`src/rtl/uart_tx_fifo_reader.sv`:
```
// uart_tx_fifo_reader: drains a byte FIFO and serializes each byte as start + DBIT data (LSB first) + stop.
// Ports:
//   clk, rst_n        clock, asynchronous active-low reset
//   s_tick            16x-oversampling baud tick, one clk wide
//   fifo_empty        FIFO empty flag
//   fifo_data         FIFO read data, valid the clk after fifo_rd
//   fifo_rd           one-clk FIFO read strobe, high only in FETCH
//   tx                registered serial output, idle high
//   tx_done_tick      one-clk pulse in the first IDLE cycle after a frame
//   busy              high whenever not IDLE
module uart_tx_fifo_reader #(
    parameter int DBIT    = 8,
    parameter int SB_TICK = 16
) (
    input  logic            clk,
    input  logic            rst_n,
    input  logic            s_tick,
    input  logic            fifo_empty,
    input  logic [DBIT-1:0] fifo_data,
    output logic            fifo_rd,
    output logic            tx,
    output logic            tx_done_tick,
    output logic            busy
);
    localparam int TW = $clog2(SB_TICK > 16 ? SB_TICK : 16);
    localparam int BW = DBIT > 1 ? $clog2(DBIT) : 1;
    localparam logic [TW-1:0] T_LAST = TW'(15);
    localparam logic [TW-1:0] S_LAST = TW'(SB_TICK - 1);
    localparam logic [BW-1:0] B_LAST = BW'(DBIT - 1);

    typedef enum logic [2:0] {IDLE, FETCH, LOAD, START, DATA, STOP} state_t;

    state_t          state_q, state_d;
    logic [TW-1:0]   tick_q, tick_d;
    logic [BW-1:0]   bit_q, bit_d;
    logic [DBIT-1:0] shreg_q, shreg_d;
    logic            tx_q, tx_d;
    logic            done_q, done_d;

    always_ff @(posedge clk or negedge rst_n) begin
        if (!rst_n) begin
            state_q <= IDLE;
            tick_q  <= '0;
            bit_q   <= '0;
            shreg_q <= '0;
            tx_q    <= 1'b1;
            done_q  <= 1'b0;
        end else begin
            state_q <= state_d;
            tick_q  <= tick_d;
            bit_q   <= bit_d;
            shreg_q <= shreg_d;
            tx_q    <= tx_d;
            done_q  <= done_d;
        end
    end

    always_comb begin
        state_d = state_q;
        tick_d  = tick_q;
        bit_d   = bit_q;
        shreg_d = shreg_q;
        done_d  = 1'b0;
        case (state_q)
            IDLE:  state_d = fifo_empty ? IDLE : FETCH;
            FETCH: state_d = LOAD;
            LOAD: begin
                shreg_d = fifo_data;
                tick_d  = '0;
                bit_d   = '0;
                state_d = START;
            end
            START: if (s_tick) begin
                tick_d  = (tick_q == T_LAST) ? '0 : tick_q + 1'b1;
                state_d = (tick_q == T_LAST) ? DATA : START;
            end
            DATA: if (s_tick) begin
                if (tick_q == T_LAST) begin
                    tick_d  = '0;
                    shreg_d = shreg_q >> 1;
                    state_d = (bit_q == B_LAST) ? STOP : DATA;
                    bit_d   = (bit_q == B_LAST) ? bit_q : bit_q + 1'b1;
                end else begin
                    tick_d = tick_q + 1'b1;
                end
            end
            STOP: if (s_tick) begin
                tick_d  = (tick_q == S_LAST) ? '0 : tick_q + 1'b1;
                state_d = (tick_q == S_LAST) ? IDLE : STOP;
                done_d  = (tick_q == S_LAST);
            end
            default: state_d = IDLE;
        endcase
        // tx follows the next state so it switches on the same edge as the state.
        tx_d = (state_d == START) ? 1'b0 : (state_d == DATA) ? shreg_d[0] : 1'b1;
    end

    assign fifo_rd      = (state_q == FETCH);
    assign busy         = (state_q != IDLE);
    assign tx           = tx_q;
    assign tx_done_tick = done_q;
endmodule

```
`config.mk`:
```
export PLATFORM = sky130hd
export DESIGN_NAME = uart_tx_fifo_reader
export DESIGN_NICKNAME = d
export VERILOG_FILES = /design/src/rtl/uart_tx_fifo_reader.sv
export SDC_FILE = /design/constraint.sdc
export NUM_CORES = 1
export LEC_CHECK = 0
export ABC_CLOCK_PERIOD_IN_PS = 2290
export CORE_MARGIN = 8
export CORE_UTILIZATION = 52
export CTS_CLUSTER_SIZE = 30
export DETAILED_ROUTE_END_ITERATION = 7
export PLACE_DENSITY_LB_ADDON = 0.25
export REMOVE_ABC_BUFFERS = 1
export SLEW_MARGIN = 40
export SYNTH_ARGS = -nofsm -noshare
export SYNTH_HDL_FRONTEND = slang
export SYNTH_SLANG_ARGS = --single-unit
```
`constraint.sdc`:
```
create_clock -name clk -period 2.29 [get_ports clk]
set_input_delay 0.3435 -clock clk [delete_from_list [all_inputs] [get_ports clk]]
set_output_delay 0.3435 -clock clk [all_outputs]
set_load 0.02 [all_outputs]
```
# Word-level counts from Yosys, hierarchy flattened
# Index checks and enable logic that the tools add are counted.
[totals] regBits=20 in_bits=12 word_cells=53 out_inout_bits=4
[classes] n_mux=23 n_eq_ne=13 n_addsub=2 reduce_logical=8
[ops] op="$mux 3" count=9
[ops] op="$pmux 3 s6" count=1
[ops] op="$mux 8" count=2
[ops] op="$pmux 8 s2" count=1
[ops] op="$eq 3x3->1 const B" count=4
[ops] op="$eq 3x2->1 const B" count=3
[ops] op="$mux 4" count=2
[ops] op="$pmux 4 s2" count=1
[ops] op="$mux 1" count=6
[ops] op="$ne 2x2->1 const B" count=3
[ops] op="$pmux 3 s2" count=1
[ops] op="$add 4x1->4 const B" count=1
[ops] op="$eq 4x4->1 const B" count=1
[ops] op="$reduce_and 4->1" count=1
[ops] op="$reduce_bool 2->1" count=2
[ops] op="$add 3x1->3 const B" count=1
[ops] op="$eq 3x1->1 const B" count=1
[ops] op="$logic_not 3->1" count=1
[ops] op="$reduce_and 3->1" count=1
[ops] op="$reduce_bool 3->1" count=1
[ops] op="$reduce_or 3->1" count=1
[ops] op="$ne 2x1->1 const B" count=1
[ops] op="$reduce_and 2->1" count=1

# Depth between registers and ports, before layout
[depth] ltp_word=8 ltp_mapped=6 mapped_depth_nobuf=5

# Worst setup path after synthesis
# Ideal clock, no wire load.
[synth_path] path_type="register -> register" startpoint="register tick_q[0]" endpoint="register tx_q (netlist: tx)" path_stages_with_launch=7 setup_slack_ns=0.637 setup_time_ns=0.083 t_required_ns=2.207 arrival_ns=1.570 period_less_slack_ns=1.653 path_buffers=1 path_cell_list="dfrtp_1 ha_1 and3_1 clkbuf_1 a32oi_2 a32oi_1 a221o_1"
[synth_between] elab_chain_len=7 word_cells_on_any_way=15 classes_between="3 x eq/ne; 12 x mux"
[synth_rtl] item="start, declared" line_no="34" text="logic [TW-1:0] tick_q, tick_d;"
[synth_rtl] item="start signal, assigned" line_no="50" text="tick_q <= tick_d;"
[synth_rtl] item="$eq 4x4->1 *" line_no="75, 78, 89"
[synth_rtl] item="$mux 3 (on tied branches)" line_no="89, 75, 78"
[synth_rtl] item="$mux 3 (on tied branches)" line_no="87, 73, 77"
[synth_rtl] item="$pmux 3 s6" line_no="64" text="case (state_q)"
[synth_rtl] item="$eq 3x3->1" line_no="95" text="tx_d = (state_d == START) ? 1'b0 : (state_d == DATA) ? shreg_d[0] : 1'b1;"
[synth_rtl] item="$mux 1" line_no="95"
[synth_rtl] item="$mux 1 *" line_no="95"
[synth_rtl] item="named net tx_d" line_no="37" text="logic tx_q, tx_d;"
[synth_rtl] item="end signal, assigned" line_no="53" text="tx_q <= tx_d;"
[synth_rtl] item="end, declared" line_no="37"
# Mark *: on every way through the listed nets, which the timed path passes. The rest lies on a longest branch. The select of a mux whose other input is x is not followed.
# A chain may end at the register's enable or synchronous reset.

# Final worst setup path
[layout_path] startpoint="register state_q[1]" endpoint="output port fifo_rd"
[layout_between] elab_chain_len=1
[layout_rtl] item="start, declared" line_no="33" text="state_t state_q, state_d;"
[layout_rtl] item="start signal, assigned" line_no="49" text="state_q <= state_d;"
[layout_rtl] item="$eq 3x1->1" line_no="98" text="assign fifo_rd = (state_q == FETCH);"
[layout_rtl] item="end, declared" line_no="20" text="output logic fifo_rd,"
# No other way between the ends.

==> run metrics <==
power density over the cells 1020 nW/um^2; layout cells sized above 1 0.100; Synth Instances 115; CTS Root Cell clkbuf_4; core area 1980 sq um; CP Depth 3; final instance area 1320 sq um; vias per inst 5.83; DP Area 1270 sq um; CP max stage delay 0.61 ns; CTS Buffer Depth 2; most frequent cells in the layout nand2_1 (24), dfrtp_1 (19), clkdlybuf4s50_1 (15); crit-path max FO 16; Final ANT Viol Nets 0; sequential area share after synthesis 0.458; Initial Util 0.553; Boundary Pins 16; setup bufs post-CTS 0; crit-path cells nand2b_1 > nor2_1 > clkdlybuf4s50_1; Slew headroom 0.676; Pre-antenna DRT Iters 4; data required time of the critical path 1.95 ns; number of antenna diodes 0; most common cell after layout, fill and taps aside nand2_1; final WL 2.33 mm; final worst path period need 2.14 ns; Rows 16; final setup violating endpoints 0; chip height 61.9 um; RSZ-0062 raised after global routing no; Worst EP arrival 1.80 ns; fmax 467 MHz; final setup skew 0.00969 ns; total grt overflow 0; GRT Resource Usage Total 0.138; R2R cell count 5; Slew @ Worst Pin 0.485 ns; Yosys warnings 0; fill cell count 156; Final Core Density 0.665; Worst-Skew Late Latency 0.31 ns; Synth area leaders dfrtp_1 (43%), nand2_1 (8.2%), a22oi_1 (4.1%), ha_1 (3.4%), o21ai_0 (2.7%); Vias 916; library cells used by synthesis 39; first-pass GRT wire length 3.95 mm; vias in the first global route 884; Synth Register Bits 20; DP HPWL 1.64 mm; WL per Instance 14.9 um; gp weighted congestion 0.746; Netlist Area Pre-Place 1100 sq um; fin nets 146; Clock Sinks 20; Post-route DRC 0; status finished, final reports clean; Final Cycle Share 0.935; CTS clock-pin slew for the worst setup and hold paths 0.12 ns; Worst Path Buf+Inv 1; DIE AREA 3830 sq um; worst ir drop on vdd 716 uV; CTS Hold Buffers Added 0; largest net degree at the start of global routing 21; Storage cell area 502 sq um; max cap viols 0; Synth area leader dfrtp_1; initial drt markers 31; Slowest cell on crit path clkdlybuf4s50_1; initial antenna violation count 0; Slew Viols, Final 0; Yosys top cell area share 0.434; CTS tree yes; Post-CTS Resized 0; area of the multi-input gates 562 sq um; Port Buffer Count 15; CTS buffer count 3; crit-path leading delay family buffers and inverters; syn_area_per_cell 9.53 sq um; setup_tns 0 ns; Hold WC Path Type primary input to async pin; Crit Path Class flop to output port; H-tree Lvls 1; Die Wd 61.9 um; Syn-to-layout area delta 20.3%; static leakage 0.591 nW; final count of hold timing violations 0; Startpoint Class flop; Worst setup EP type output port
[flip-flops by register name, summed over array words and instances, names as in the netlist]
register,count
tx,1
state_q,3
tick_q,4
tx_done_tick,1
bit_q,3
shreg_q,8
[cell usage after synthesis]
cell type	number
o32ai_1	1
o211ai_2	1
and4bb_2	1
a221o_1	1
and3_1	3
nor3b_1	1
nand3_1	3
a211oi_1	2
dfrtp_1	19
o21ai_1	1
nor2_1	6
nand2b_1	2
and4b_1	1
nor3_2	1
nor2b_1	2
dfstp_2	1
nand4bb_1	1
o21ai_0	6
nand3b_1	2
o31ai_1	1
clkbuf_1	1
or2b_1	1
ha_1	3
buf_2	5
and3b_1	1
nand2_1	24
inv_1	1
nor3b_4	1
o22ai_1	1
a31oi_1	2
nor3_1	1
a32oi_1	1
mux2i_1	2
a22oi_1	6
nand2_2	1
a21oi_1	5
or3b_1	1
a211o_1	1
a32oi_2	1
[where the power goes]
group,internal [mW],switching [mW]
registers,0.494,0.122
clock network,0.177,0.115
logic,0.204,0.227
[metrics by stage]
| step | hold slack [ns] | std cells | setup slack [ns] | power [mW] |
|---|---|---|---|---|
| 6_report | 0.357 | 157 | 0.149 | 1.34 |
| 5_1_grt | 0.387 | 157 | 0.0489 | 1.43 |
| 4_1_cts | 0.364 | 157 | 0.140 | 1.35 |
| 3_5_place_dp | 0.469 | 153 | 0.271 | 1.05 |
| 3_3_place_gp | 0.460 | 153 | 0.328 | 1.02 |
| 2_1_floorplan | 0.0479 | 109 | 0.721 | 0.902 |
[worst paths after layout]
path                                   end  startpoint  slack [ns]
worst max-delay path               fifo_rd  state_q[1]        0.15
worst min-delay path              bit_q[2]       rst_n        0.36
worst max register to register          tx   tick_q[1]        0.50
worst min register to register  shreg_q[2]  shreg_q[2]        0.49
max in group asynchronous               tx       rst_n        1.66
min in group clk                shreg_q[2]  shreg_q[2]        0.49
[logic make-up after synthesis]
family                   after synthesis  share of synthesized area
AND/OR/NAND/NOR                       53                      0.267
AO/OA/AOI/OAI                         30                      0.193
flip-flops                            20                      0.458
buffers and inverters                  7                     0.0297
adder cells (fa/ha/maj)                3                     0.0343
multiplexers                           2                     0.0183
[per-layer routing]
metal | wire [um] | global-route usage
met5 | 0 | 0
met4 | 15 | 0.0617
met1 | 1060 | 0.171
met3 | 148 | 0.0412
met2 | 1110 | 0.216
[final cells by class]
type,instances,share of cell area
tap,27,0.0256
timing repair buffer,17,0.125
clock inverter,1,0.0228
multi-input combinational,88,0.426
sequential,20,0.380
clock buffer,3,0.0171
inverter,1,0.00285
(Power assumes the default switching activity.)
